### config.mk
export PLATFORM = sky130hd
export DESIGN_NAME = data_bus_arbiter
export DESIGN_NICKNAME = d
export VERILOG_FILES = /design/src/rtl/data_bus_arbiter_pkg.sv /design/src/rtl/data_bus_arbiter_round_robin_picker.sv /design/src/rtl/data_bus_arbiter.sv
export SDC_FILE = /design/constraint.sdc
export NUM_CORES = 1
export LEC_CHECK = 0
export ABC_CLOCK_PERIOD_IN_PS = 3100
export CAP_MARGIN = 20
export CORE_ASPECT_RATIO = 0.6
export CORE_MARGIN = 5
export CORE_UTILIZATION = 40
export CTS_CLUSTER_DIAMETER = 80
export CTS_CLUSTER_SIZE = 30
export DETAILED_ROUTE_END_ITERATION = 10
export PLACE_DENSITY = 0.86
export SETUP_SLACK_MARGIN = 0.4
export SLEW_MARGIN = 20
export SYNTH_ARGS = -nofsm -noshare
export SYNTH_HDL_FRONTEND = slang
export SYNTH_SLANG_ARGS = --single-unit
### constraint.sdc
create_clock -name clock -period 3.1 [get_ports clock]
set_input_delay 0.93 -clock clock [delete_from_list [all_inputs] [get_ports clock]]
set_output_delay 0.93 -clock clock [all_outputs]
set_load 0.1 [all_outputs]
### src/rtl/data_bus_arbiter_pkg.sv
// Shared types and defaults for the data_memory bus arbiter.
//   arb_state_e : FSM state encoding (IDLE/ACCESS/WAIT/RESPOND, 2 bits)
//   arb_op_t    : operation latched with the grant
//   grant_width : index width for a channel count, never below 1
package data_bus_arbiter_pkg;

  localparam int DEF_ADDRESS_SIZE = 16;
  localparam int DEF_DATA_SIZE    = 16;
  localparam int DEF_MEM_LATENCY  = 1;

  typedef enum logic [1:0] {
    ARB_IDLE    = 2'd0,
    ARB_ACCESS  = 2'd1,
    ARB_WAIT    = 2'd2,
    ARB_RESPOND = 2'd3
  } arb_state_e;

  typedef struct packed {
    logic write;     // write wins when read and write are both set
    logic conflict;  // granted channel had read and write both set
  } arb_op_t;

  function automatic int grant_width(input int n);
    return (n > 1) ? $clog2(n) : 1;
  endfunction

endpackage

### src/rtl/data_bus_arbiter_round_robin_picker.sv
// Combinational round-robin winner selection.
//   req        : per-channel request vector
//   last_grant : index of the previous winner
//   winner     : first requesting channel at or after last_grant+1, wrapping
//   valid      : at least one channel is requesting
module round_robin_picker #(
  parameter int CHANNELS = 2,
  parameter int GW       = 1
) (
  input  logic [CHANNELS-1:0] req,
  input  logic [GW-1:0]       last_grant,
  output logic [GW-1:0]       winner,
  output logic                valid
);

  // Walk from farthest to nearest so the nearest requester is the last write.
  always_comb begin
    winner = '0;
    valid  = |req;
    for (int i = CHANNELS; i >= 1; i--) begin
      int idx;
      idx = int'(last_grant) + i;
      if (idx >= CHANNELS) idx = idx - CHANNELS;
      if (req[idx]) winner = GW'(idx);
    end
  end

endmodule

### src/rtl/data_bus_arbiter.sv
// Round-robin arbiter sharing one data_memory port among CHANNELS masters.
// One transaction outstanding at a time; request held by the master until ack.
//   clock, reset        : rising-edge clock, async active-low reset
//   req_read/req_write  : per-channel requests, held until ack
//   req_address/req_data: per-channel address / write data, channel i at [i*W +: W]
//   ack                 : one-cycle completion pulse, one-hot or zero
//   rsp_data            : read data, valid in the ack cycle of a read
//   conflict            : pulse in ACCESS when the winner set read and write together
//   mem_*               : data_memory strobes, address, write data and read data
module data_bus_arbiter
  import data_bus_arbiter_pkg::*;
#(
  parameter int CHANNELS     = 2,
  parameter int ADDRESS_SIZE = DEF_ADDRESS_SIZE,
  parameter int DATA_SIZE    = DEF_DATA_SIZE,
  parameter int MEM_LATENCY  = DEF_MEM_LATENCY
) (
  input  logic                             clock,
  input  logic                             reset,
  input  logic [CHANNELS-1:0]              req_read,
  input  logic [CHANNELS-1:0]              req_write,
  input  logic [CHANNELS*ADDRESS_SIZE-1:0] req_address,
  input  logic [CHANNELS*DATA_SIZE-1:0]    req_data,
  output logic [CHANNELS-1:0]              ack,
  output logic [DATA_SIZE-1:0]             rsp_data,
  output logic                             conflict,
  output logic                             mem_read,
  output logic                             mem_write,
  output logic [ADDRESS_SIZE-1:0]          mem_address,
  output logic [DATA_SIZE-1:0]             mem_data_out,
  input  logic [DATA_SIZE-1:0]             mem_data_in
);

  localparam int GW = grant_width(CHANNELS);
  localparam logic [3:0] LAT_M1 = 4'((MEM_LATENCY > 0) ? MEM_LATENCY - 1 : 0);

  arb_state_e state, state_nxt;
  arb_op_t    op;
  logic [GW-1:0] grant, last_grant, win;
  logic          win_vld;
  logic [3:0]    wait_cnt;

  logic [CHANNELS-1:0][ADDRESS_SIZE-1:0] addr_arr;
  logic [CHANNELS-1:0][DATA_SIZE-1:0]    data_arr;
  logic [ADDRESS_SIZE-1:0] sel_addr;
  logic [DATA_SIZE-1:0]    sel_data;
  logic                    sel_rd, sel_wr;

  assign addr_arr = req_address;
  assign data_arr = req_data;

  round_robin_picker #(.CHANNELS(CHANNELS), .GW(GW)) u_picker (
    .req        (req_read | req_write),
    .last_grant (last_grant),
    .winner     (win),
    .valid      (win_vld)
  );

  // Per-channel mux by compare rather than a variable index, so CHANNELS=1
  // does not need a zero-width select.
  always_comb begin
    sel_addr = '0;
    sel_data = '0;
    sel_rd   = 1'b0;
    sel_wr   = 1'b0;
    for (int i = 0; i < CHANNELS; i++) begin
      if (win == GW'(i)) begin
        sel_addr = addr_arr[i];
        sel_data = data_arr[i];
        sel_rd   = req_read[i];
        sel_wr   = req_write[i];
      end
    end
  end

  always_ff @(posedge clock or negedge reset) begin
    if (!reset) state <= ARB_IDLE;
    else        state <= state_nxt;
  end

  always_comb begin
    state_nxt = state;
    mem_read  = 1'b0;
    mem_write = 1'b0;
    conflict  = 1'b0;
    ack       = '0;
    case (state)
      ARB_IDLE:   if (win_vld) state_nxt = ARB_ACCESS;
      ARB_ACCESS: begin
        mem_read  = ~op.write;
        mem_write = op.write;
        conflict  = op.conflict;
        state_nxt = (op.write || MEM_LATENCY == 0) ? ARB_RESPOND : ARB_WAIT;
      end
      ARB_WAIT:   if (wait_cnt == 4'd0) state_nxt = ARB_RESPOND;
      ARB_RESPOND: begin
        for (int i = 0; i < CHANNELS; i++) ack[i] = (grant == GW'(i));
        state_nxt = ARB_IDLE;
      end
      default:    state_nxt = ARB_IDLE;
    endcase
  end

  // Latch registers, wait counter and read capture.
  always_ff @(posedge clock or negedge reset) begin
    if (!reset) begin
      grant        <= '0;
      last_grant   <= GW'(CHANNELS - 1);
      op           <= '0;
      mem_address  <= '0;
      mem_data_out <= '0;
      wait_cnt     <= '0;
      rsp_data     <= '0;
    end else begin
      case (state)
        ARB_IDLE: if (win_vld) begin
          grant        <= win;
          last_grant   <= win;
          op.write     <= sel_wr;
          op.conflict  <= sel_rd & sel_wr;
          mem_address  <= sel_addr;
          mem_data_out <= sel_data;
        end
        ARB_ACCESS: begin
          wait_cnt <= LAT_M1;
          if (!op.write && MEM_LATENCY == 0) rsp_data <= mem_data_in;
        end
        ARB_WAIT: begin
          wait_cnt <= wait_cnt - 4'd1;
          if (wait_cnt == 4'd0) rsp_data <= mem_data_in;
        end
        default: ;
      endcase
    end
  end

endmodule
### Yosys cells after proc, flatten, opt, wreduce, memory -nomap -nowiden

Index checks and enable logic that the tools add are counted.

* add/subtract/negate cells: 5
* shift operators: 0
* divide/modulo/power cells: 0
* equality and inequality tests: 5
* multiply operators: 0
* mux-type cells: 23
* bitwise operators: 4
* magnitude comparators: 4
* reductions and logical operators: 7

Operator list (count)
* greater-or-equal comparator 32 x 3 -> 1 bit (second input constant): 2
* less-than comparator 32 x 3 -> 1 bit (second input constant): 2
* two-way mux 32 bit: 2
* subtractor 32 x 3 -> 32 bit (second input constant): 2
* two-way mux 16 bit: 2
* two-way mux 1 bit: 14
* case mux 2 bit (4 select lines): 1
* case mux 4 bit (2 select lines): 1
* two-way mux 2 bit: 3
* AND reduction 2 bit: 3
* equality test 2 bit (second input constant): 2
* logical NOT 4 bit: 1
* subtractor 4 x 1 -> 4 bit (second input constant): 1
* adder 1 x 2 -> 3 bit (second input constant): 1
* adder 1 x 1 -> 2 bit (second input constant): 1
* equality test 2 x 1 -> 1 bit (second input constant): 1
* logical NOT 2 bit: 1
* != test 2 x 1 -> 1 bit (second input constant): 1
* != test 2 bit (second input constant): 1
* inverter 1 bit: 2
* OR 2 bit: 1
* nonzero test 2 bit: 1
* OR reduction 2 bit: 1
* bitwise AND 1 bit: 1

* output and inout port bits: 53
* memory bits (read-only): 0
* latch bits: 0
* memory bits (writable): 0
* flip-flop bits (word level): 58
* memories kept: 0
* logic and storage cells: 57
* bits of input ports: 86

### Logic depth before layout (Yosys ltp)

Gate-level depths: netlist (run 1).

* depth in word-level cells: 10
* gate-level depth with buffers: 7
* depth with buffers taken out: 5

### Cells and area by module

A second synthesis (run 1) with hierarchy kept.

* cell total of the unflattened synthesis: 236
* area, all modules: 2705.1 sq um

By module, submodules not included
* data_bus_arbiter: instances 1, sequential area each 1452.6 sq um, cells each 234, area each 2691.3 sq um
* round_robin_picker: instances 1, sequential area each 0.0 sq um, cells each 2, area each 13.8 sq um

### Least setup slack after synthesis (run 1)

No wires, ideal clock.

* path kind: register to output
* start point: reg state[1]
* end point: out mem_read
* data required time: 2.170 ns
* arrival: 1.987 ns
* cell stages (with the launch flop): 4
* setup slack: 0.183 ns
* path buffers: 0
* cells stage by stage: dfrtp_1 -> inv_1 -> ha_1 -> nor2b_1

* word-level cells in the longest chain between the ends: 2

Ends and longest elaborated chain
* start: declaration: RTL line data_bus_arbiter.sv:37 `arb_state_e state, state_nxt;`
* start signal: assignment: RTL line data_bus_arbiter.sv:78 `else state <= state_nxt;`
* equality test 2 x 1 -> 1 bit: RTL line data_bus_arbiter.sv:87 `case (state)`
* two-way mux 1 bit: RTL line data_bus_arbiter.sv:87
* end: declaration: RTL line data_bus_arbiter.sv:27 `output logic mem_read,`

No other way between the ends.

### Final worst setup path (run 1)

* start point: reg state[1]
* end point: out mem_write

* word-level cells in the longest chain between the ends: 2

Ends and longest elaborated chain
* equality test 2 x 1 -> 1 bit: RTL line data_bus_arbiter.sv:87
* two-way mux 1 bit: RTL line data_bus_arbiter.sv:87
* end: declaration: RTL line data_bus_arbiter.sv:28 `output logic mem_write,`

No other way between the ends.

==> summary by stage, run 1 <==
Synthesis
Ranked by total cell area, the synthesized netlist is headed by sky130_fd_sc_hd__dfrtp_1 51%, sky130_fd_sc_hd__a31oi_1 7.2%, sky130_fd_sc_hd__o21ai_0 6.8%, sky130_fd_sc_hd__mux2_2 6.4%, sky130_fd_sc_hd__a21oi_1 5.9%. In this run, distinct cell masters in the synthesized netlist total 36. The largest area contributor in the synthesized netlist is sky130_fd_sc_hd__dfrtp_1.

Each instance of the synthesized netlist takes up on average 9.92 sq um. After synthesis, flip-flops and latches occupy between 50 and 60% of the total area. The synthesized netlist occupies a cell area of ~2800 sq um.

Summed over its instances, the top area cell type makes up 51.0% of the synthesized netlist area. In the synthesized netlist, the number of instances is approximately 280. The net count of the mapped netlist is 374. The flip-flop and latch count after synthesis is a little under 60. The number of warnings printed during yosys synthesis is 0.

STA
The number of endpoints with negative hold slack in the final report is 0. For the final routed database, the setup TNS stands at 0 ps. The final count of pins violating max slew was 0. Setup repair after global routing left no endpoint under its margin. The worst path uses 78.4% of the clock period.

Once routing completed, OpenROAD measured the worst setup slack at roughly 670 ps. Clock skew on the completed layout was measured at between 5 and 6 ps. The relative slew slack is 42.1%. For the pin with the worst max-slew slack, the measured transition is approximately 870 ps.

Subtracting the final worst setup slack from the clock period gives between 2000 and 2500 ps. The final setup violation count is 0. The maximum achievable frequency is approximately 0.41 GHz.

Clocking
The number of clock sinks is 58. CTS built an H-tree with a depth of 3. The later pin in the worst-skew pair is clocked with a latency of 310 ps.

The clock buffer count from CTS is 9. The number of hold buffers added after cts is 0. TritonCTS built the clock tree. After clock tree synthesis, the clock-pin slew on the worst setup and hold paths is roughly 50 ps. In this run, post-CTS repair resized a total of 0 instances.

The number of buffers added for setup after CTS is 0. The cell sitting at the root of the clock tree is a sky130_fd_sc_hd__clkbuf_16. The deepest clock path buffer count is 2.

Drt
The final wirelength is around 8700 um. The routed via count is approximately 2,800. The number of DRC markers in iteration 0 is roughly 210.

The pre-antenna-repair detailed-routing pass consisted of 5 iterations. Dividing the detail-routed via count by the number of cells gives 5.46. The average wire per cell in the routed design is approximately 17 um. The remaining number of nets flagged by the antenna check after routing is 0. After detailed routing, the number of remaining DRC violations is 0.

Placed design
OpenSTA, run right after detailed placement, puts the worst setup slack at between 400 and 500 ps. The placer's final routability congestion estimate is about 0.8. The HPWL after detailed placement is approximately 6400 um. The count of input and output buffers is approximately 140.

Setup path
STA classifies the critical path startpoint as a flop. The endpoint required time on the critical path is between 2000 and 2500 ps. The startpoint identified for the worst register-to-register timing path is wait_cnt[0]$_DFFE_PN0P_. The worst setup path is of the flop to output port kind. The critical path goes through inv_1 > ha_1 > and2_1 > buf_4. The slowest cell on the critical path is sky130_fd_sc_hd__dfrtp_1. The worst setup path is captured at an output port. Of all nets on the critical path, the largest fanout is 4. The critical path data arrival time is roughly 1500 ps.

The start point of the critical path is state[1]$_DFFE_PN0P_. The stage delay of the slowest cell on the critical path is between 400 and 500 ps.

GRT
The wire length of the first global-routing pass is between 10,000 and 15,000 um. Entering global routing, the biggest net connects 39 pins. The initial antenna violation count was 0. The met1 demand-to-capacity share in global routing is 26.1%. The met3 global-route usage is between 7 and 8%. The overall global routing resource usage is about a fifth. The most congested layer reported by global routing is met2. After global routing the overflow that remains totals 0. The met2 usage is roughly a third. The number of global-route vias before repair is approximately 2,800.

Layout
Cells with a size suffix above 1 make up 25.4% of the layout. From synthesis to final layout, the design area changed by 60.6%. The end-of-flow core utilization is roughly 67%. The filler cells instantiated in the layout total about 500. In the final design database the tool counted between 500 and 600 nets.

The count of inserted antenna diode cells is 0.

Floorplan
The floorplan has 23 rows. Measured along the x axis, the die boundary spans between 100 and 150 um. The number of primary I/O pins is between 100 and 150. The floorplan step defined a die boundary enclosing 8820 sq um.

The core area is around 6700 sq um. Once the floorplan was initialized, standard cells occupied slightly above 40% of the core. The vertical extent of the die is ~75 um.

Run
Max-cap violations in this run came to 0.

Status
The run finished with clean final reports.

Hold path
The path category of the worst min-delay check is flop to flop. The startpoint of the tightest hold check path is rsp_data[12]$_DFFE_PN0P_.
state kept, by name, indices dropped and copies added (netlist names):
register and count:
wait_cnt 4, mem_data_out 16, state 2, grant 1, last_grant 1, op 2, rsp_data 16, mem_address 16
metrics by stage:
step                      area (sq um)  std cells  hold WS (ps)
after floorplan                   2800        282           465
after detailed placement          4150        497           493
after global placement            4150        497           488
after global routing              4490        513           520
after CTS                         4490        513           510
final                             4490        513           506
worst paths after layout:
check                                                to  slack [ps]  depth (start not counted)
min                            rsp_data[12]$_DFFE_PN0P_         510                          1
min reg2reg                    rsp_data[12]$_DFFE_PN0P_         510                          1
max reg2reg                    rsp_data[13]$_DFFE_PN0P_        1260                          5
min in group asynchronous   mem_data_out[5]$_DFFE_PN0P_         740                          1
max                                           mem_write         670                          4
max in group asynchronous  mem_data_out[14]$_DFFE_PN0P_        1670                          2
routing by layer:
metal / vias up / part of all wire [%]
met5: - / 0
met4: 0 / 0.43
met2: 163 / 46
met3: 4 / 9.9
met1: 1339 / 43
li1: 1296 / -
final cells by class:
class	instances	area (sq um)	share of cell area (%)
clock buffers	12	267	5.93
well taps	87	109	2.42
multi-input cells	196	1230	27.5
clock inverters	4	72.6	1.62
inverters	6	22.5	0.501
flip-flops and latches	58	1450	32.3
repair buffers	150	1330	29.7
Yosys cell counts:
cell and instances:
sky130_fd_sc_hd__o21ba_2 1, sky130_fd_sc_hd__o21a_1 1, sky130_fd_sc_hd__a32oi_1 1, sky130_fd_sc_hd__ha_1 6, sky130_fd_sc_hd__o21ai_1 1, sky130_fd_sc_hd__mux2i_1 2, sky130_fd_sc_hd__nand2_1 7, sky130_fd_sc_hd__nand3_1 2
sky130_fd_sc_hd__o211a_1 1, sky130_fd_sc_hd__o31ai_1 1, sky130_fd_sc_hd__buf_6 2, sky130_fd_sc_hd__buf_4 1, sky130_fd_sc_hd__or2_2 1, sky130_fd_sc_hd__nor2_8 1, sky130_fd_sc_hd__or3b_4 1, sky130_fd_sc_hd__o21ai_0 38
sky130_fd_sc_hd__o2bb2ai_1 1, sky130_fd_sc_hd__o41a_1 1, sky130_fd_sc_hd__nor2b_1 4, sky130_fd_sc_hd__nor3_1 1, sky130_fd_sc_hd__a21oi_1 33, sky130_fd_sc_hd__nor2_1 34, sky130_fd_sc_hd__o41ai_2 1, sky130_fd_sc_hd__nor3b_1 1
sky130_fd_sc_hd__clkbuf_1 13, sky130_fd_sc_hd__dfrtp_1 57, sky130_fd_sc_hd__and2_1 3, sky130_fd_sc_hd__a22o_1 1, sky130_fd_sc_hd__or3_1 2, sky130_fd_sc_hd__buf_2 6, sky130_fd_sc_hd__inv_1 6, sky130_fd_sc_hd__dfstp_2 1
sky130_fd_sc_hd__a2111o_1 1, sky130_fd_sc_hd__mux2_2 16, sky130_fd_sc_hd__o22ai_1 1, sky130_fd_sc_hd__a31oi_1 32
layout by cell type (no fill, tap or decap), types with 2 or more instances in the layout:
cell,Yosys,final
sky130_fd_sc_hd__o21ai_0,38,38
sky130_fd_sc_hd__nor2b_2,0,2
sky130_fd_sc_hd__bufinv_16,0,2
sky130_fd_sc_hd__nor2b_1,4,2
sky130_fd_sc_hd__a21oi_1,33,33
sky130_fd_sc_hd__a31oi_1,32,32
sky130_fd_sc_hd__mux2i_1,2,2
sky130_fd_sc_hd__buf_4,1,65
sky130_fd_sc_hd__ha_1,6,6
sky130_fd_sc_hd__clkbuf_16,0,9
sky130_fd_sc_hd__or3_1,2,2
sky130_fd_sc_hd__mux2_2,16,16
sky130_fd_sc_hd__clkbuf_8,0,3
sky130_fd_sc_hd__nand3_1,2,2
sky130_fd_sc_hd__and2_1,3,3
sky130_fd_sc_hd__clkdlybuf4s50_1,0,84
sky130_fd_sc_hd__nor2_1,34,33
sky130_fd_sc_hd__dfrtp_1,57,57
sky130_fd_sc_hd__nand2_1,7,7
sky130_fd_sc_hd__inv_1,6,6
critical path, delay by kind of cell, from the launching register on:
| family | cells | cell delay, ps |
|---|---|---|
| buf+inv | 2 | 420 |
| flops | 1 | 410 |
| fa+ha+maj | 1 | 190 |
| simple gates | 1 | 160 |
cells by family after synthesis:
| logic type | after synthesis | share of synthesized area (%) |
|---|---|---|
| AO/OA/AOI/OAI | 115 | 23.8 |
| flip-flops | 58 | 51.9 |
| AND/OR/NAND/NOR | 57 | 9.66 |
| buffers and inverters | 28 | 4.70 |
| multiplexers | 18 | 7.16 |
| adder cells (fa/ha/maj) | 6 | 2.68 |
Power of run 1 is left out: the tool's default activity adds up to more than one toggle a clock period on the data nets, which glitch-free logic cannot reach.
==> inputs of run 2 (changes only) <==
--- a/config.mk
+++ b/config.mk
@@ -5,7 +5,7 @@
 export SDC_FILE = /design/constraint.sdc
 export NUM_CORES = 1
 export LEC_CHECK = 0
-export ABC_CLOCK_PERIOD_IN_PS = 3100
+export ABC_CLOCK_PERIOD_IN_PS = 2400
 export CAP_MARGIN = 20
 export CORE_ASPECT_RATIO = 0.6
 export CORE_MARGIN = 5
==> constraint.sdc (replaced) <==
create_clock -name clock -period 2.4 [get_ports clock]
set_input_delay 0.72 -clock clock [delete_from_list [all_inputs] [get_ports clock]]
set_output_delay 0.72 -clock clock [all_outputs]
set_load 0.1 [all_outputs]
==> run 2 against run 1 <==
  * Hold slack got worse by 180 ps
  * Final area rose by 5.1%
  * Register-to-register slack got worse by 720 ps
  * Non-clock buffer count rose by 11
  * Sequential share of layout area fell by 1.5 points
  * Count of clock-buffer cells in the layout did not move
  * Routed wire length rose by 7.6%
  * Utilization rose by 3.4 points
  * Die area did not move
  * Sequential cell count did not move
==> summary by stage, run 2 (synthesized netlist as in run 1, its figures left out) <==
Placed design
The worst setup slack before clock tree synthesis was -96.1 ps (was 402 ps). The count of input and output buffers is 138 (unchanged). The placer's final routability congestion estimate was 0.792 (was 0.807). The HPWL after detailed placement is 6750 um (was 6420 um).

Setup path
The slowest cell on the critical path is sky130_fd_sc_hd__dfrtp_2 (was sky130_fd_sc_hd__dfrtp_1). Critical Path, Cell by Cell: inv_2 > ha_4 > nor2b_4 > buf_12 (was inv_1 > ha_1 > and2_1 > buf_4). The type of element capturing the critical path is an output port (unchanged). The gate family responsible for the most delay along the worst path is flip-flops (was buffers and inverters). The maximum fanout along the worst path is 3 (was 4). The critical path data arrival time is 1310 ps (was 1500 ps). The kind of launch point of the worst setup path is a flop (unchanged). The stage delay of the slowest cell on the critical path is 430 ps (was 410 ps). The type of the worst setup path was flop to output port (unchanged). The number of buffer and inverter instances along the worst setup path is 2 (unchanged). The endpoint required time on the critical path is 1680 ps (was 2170 ps).

Clocking
The cell at the root of the clock tree was sky130_fd_sc_hd__clkbuf_16 (unchanged). The number of clock sinks is 58 (unchanged). The deepest clock path buffer count is 2 (unchanged). The clock transition at the registers of the reported paths came to 50 ps (about the same). The clock buffer count from CTS was 9 (unchanged). The number of hold buffers added after cts is 0 (unchanged).

The worst-skew pair later-pin latency was 320 ps (was 310 ps). The CTS tree is built (unchanged). The number of H-tree levels came to 3 (unchanged).

Drt
The DRC violation count after routing is 0 (unchanged). The number of DRC markers in iteration 0 was 210 (was 205). The number of iterations in the first detailed-routing pass was 4 (was 5). The routed via count came to 2,827 (was 2,802). The final wirelength is 9400 um (was 8740 um). The remaining number of nets flagged by the antenna check after routing is 0 (unchanged). The average wire per cell in the routed design came to 17.9 um (was 17.0 um). The vias per cell is 5.40 (was 5.46).

STA
The final setup violation count is 0 (unchanged). The worst path setup slack after routing is 375 ps (was 670 ps). The number of endpoints with negative hold slack in the final report is 0 (unchanged). The final count of pins violating max slew is 0 (unchanged). The maximum achievable frequency is around 0.5 GHz. The post-layout minimum cycle time is 2030 ps. The worst clock skew is 6.36 ps (was 5.33 ps). The relative slew slack is 71.7% (was 42.1%). The worst path uses between 80% and 90% of the clock period.

The slew at the pin closest to its max-slew limit is 425 ps (was 868 ps). Setup repair after global routing missed its margin: true (was false).

Layout
The count of filler cells inserted in the layout came to 507 (was 510). The area of the multi-input gates is 1280 sq um (was 1230 sq um). The net count reported at finish is 524 (was 513). The layout overhead on the synthesized area is 68.8% (was 60.6%). Top flop regs: mem_address x16, mem_data_out x16, rsp_data x16 (unchanged).

The count of inserted antenna diode cells is 0 (unchanged). The storage element area is 1460 sq um (was 1450 sq um). Most frequent cells in the layout: 80 x sky130_fd_sc_hd__clkdlybuf4s50_1, 66 x sky130_fd_sc_hd__buf_4, 55 x sky130_fd_sc_hd__dfrtp_1, 38 x sky130_fd_sc_hd__o21ai_0 (was 84 x sky130_fd_sc_hd__clkdlybuf4s50_1, 65 x sky130_fd_sc_hd__buf_4, 57 x sky130_fd_sc_hd__dfrtp_1, 38 x sky130_fd_sc_hd__o21ai_0). The most common cell after layout, fill and taps aside is sky130_fd_sc_hd__clkdlybuf4s50_1 (unchanged). The share of layout cells above drive strength 1 came to 29.1% (was 25.4%).

GRT
The total congestion overflow after global routing came to 0 (unchanged). The initial antenna violation count was 0 (unchanged). The wire length of the first global-routing pass is 14,800 um (was 14,200 um).

The maximum number of pins on one net before global-route repair was 34 (was 39). The overall global routing resource usage is 21.0% (was 20.0%). The number of global-route vias before repair came to 2,846 (was 2,838).

Floorplan
The number of primary I/O pins came to 139 (unchanged). The horizontal extent of the die is 118 um (unchanged). The vertical extent of the die is 74.8 um (unchanged). The core area is 6730 sq um (unchanged).

The overall die area was 8820 sq um (unchanged). The effective utilization at floorplan is 41.5% (unchanged). The standard-cell row count is 23 (unchanged).

Status
Outcome: finished clean (unchanged).

Run
The number of maximum-capacitance constraint violations is 0 (unchanged).

Hold path
The path category of the worst min-delay check is input pin to asynchronous set/reset pin (was flop to flop).
run 2: cell types whose count changed in the layout (fill, tap and decap cells not counted), moves of 2 or more:
cell,delta
sky130_fd_sc_hd__buf_12,+7
sky130_fd_sc_hd__clkdlybuf4s50_1,-4
sky130_fd_sc_hd__and2_1,-3
sky130_fd_sc_hd__and2_4,+3
sky130_fd_sc_hd__dlymetal6s2s_1,+3
sky130_fd_sc_hd__buf_6,+2
sky130_fd_sc_hd__dfrtp_1,-2
sky130_fd_sc_hd__dfrtp_2,+2
sky130_fd_sc_hd__ha_1,-2
sky130_fd_sc_hd__ha_4,+2
sky130_fd_sc_hd__nor2b_2,-2
sky130_fd_sc_hd__nor2b_4,+2
run 2: path summary, 6_finish.rpt:
check | start | end | slack (ps) | depth (start not counted)
setup / recovery | state[1]$_DFFE_PN0P_ | mem_read | 370 | 4
hold / removal | reset | op[1]$_DFFE_PN0P_ | 330 | 1
setup reg to reg | wait_cnt[0]$_DFFE_PN0P_ | rsp_data[13]$_DFFE_PN0P_ | 540 | 5
hold reg to reg | rsp_data[10]$_DFFE_PN0P_ | rsp_data[10]$_DFFE_PN0P_ | 510 | 1
max in group asynchronous | reset | last_grant$_DFFE_PN1P_ | 1420 | 2
min in group clock | rsp_data[10]$_DFFE_PN0P_ | rsp_data[10]$_DFFE_PN0P_ | 510 | 1
run 2: metal layers:
layer,wire (um),share of wire (%),vias up,track usage [%]
met3,796,8.5,10,7.43
met5,0,0,-,0
met4,93,0.99,0,6.62
met1,4140,44,1354,26.7
met2,4380,47,137,34.3
li1,-,-,1326,-
run 2: layout make-up:
cell class / count / area share [%]
multi-input combinational: 196 / 27.1
timing repair buffer: 161 / 32.1
inverter: 6 / 0.477
clock buffer: 12 / 5.65
tap: 87 / 2.31
clock inverter: 4 / 1.54
sequential: 58 / 30.8
run 2: worst reg2reg max path, cell delays in order (launching register included):
cell	delay, ps
sky130_fd_sc_hd__dfrtp_1	380
sky130_fd_sc_hd__inv_1	120
sky130_fd_sc_hd__ha_1	170
sky130_fd_sc_hd__or3b_4	420
sky130_fd_sc_hd__nor2_8	260
sky130_fd_sc_hd__mux2_2	390
run 2: timing repair:
item	4_1_cts	5_1_grt
endpoints found under the hold margin	0	0
buffers inserted	3	3
pin swaps	1	6
gates cloned	0	1
endpoints found under the setup margin	38	38
resized for setup	12	8
run 2: per-stage QoR:
step | cell area, sq um | instances | TNS [ps] | hold WS [ps] | util (%)
floorplan | 2820 | 282 | 0 | 424 | -
global placement | 4270 | 501 | 0 | 484 | 63.4
detailed placement | 4270 | 501 | -564 | 493 | 63.4
CTS | 4670 | 520 | 0 | 321 | 69.3
global route | 4720 | 524 | 0 | 334 | 70.1
finish | 4720 | 524 | 0 | 326 | 70.1
Power of run 2 is left out for the same reason.
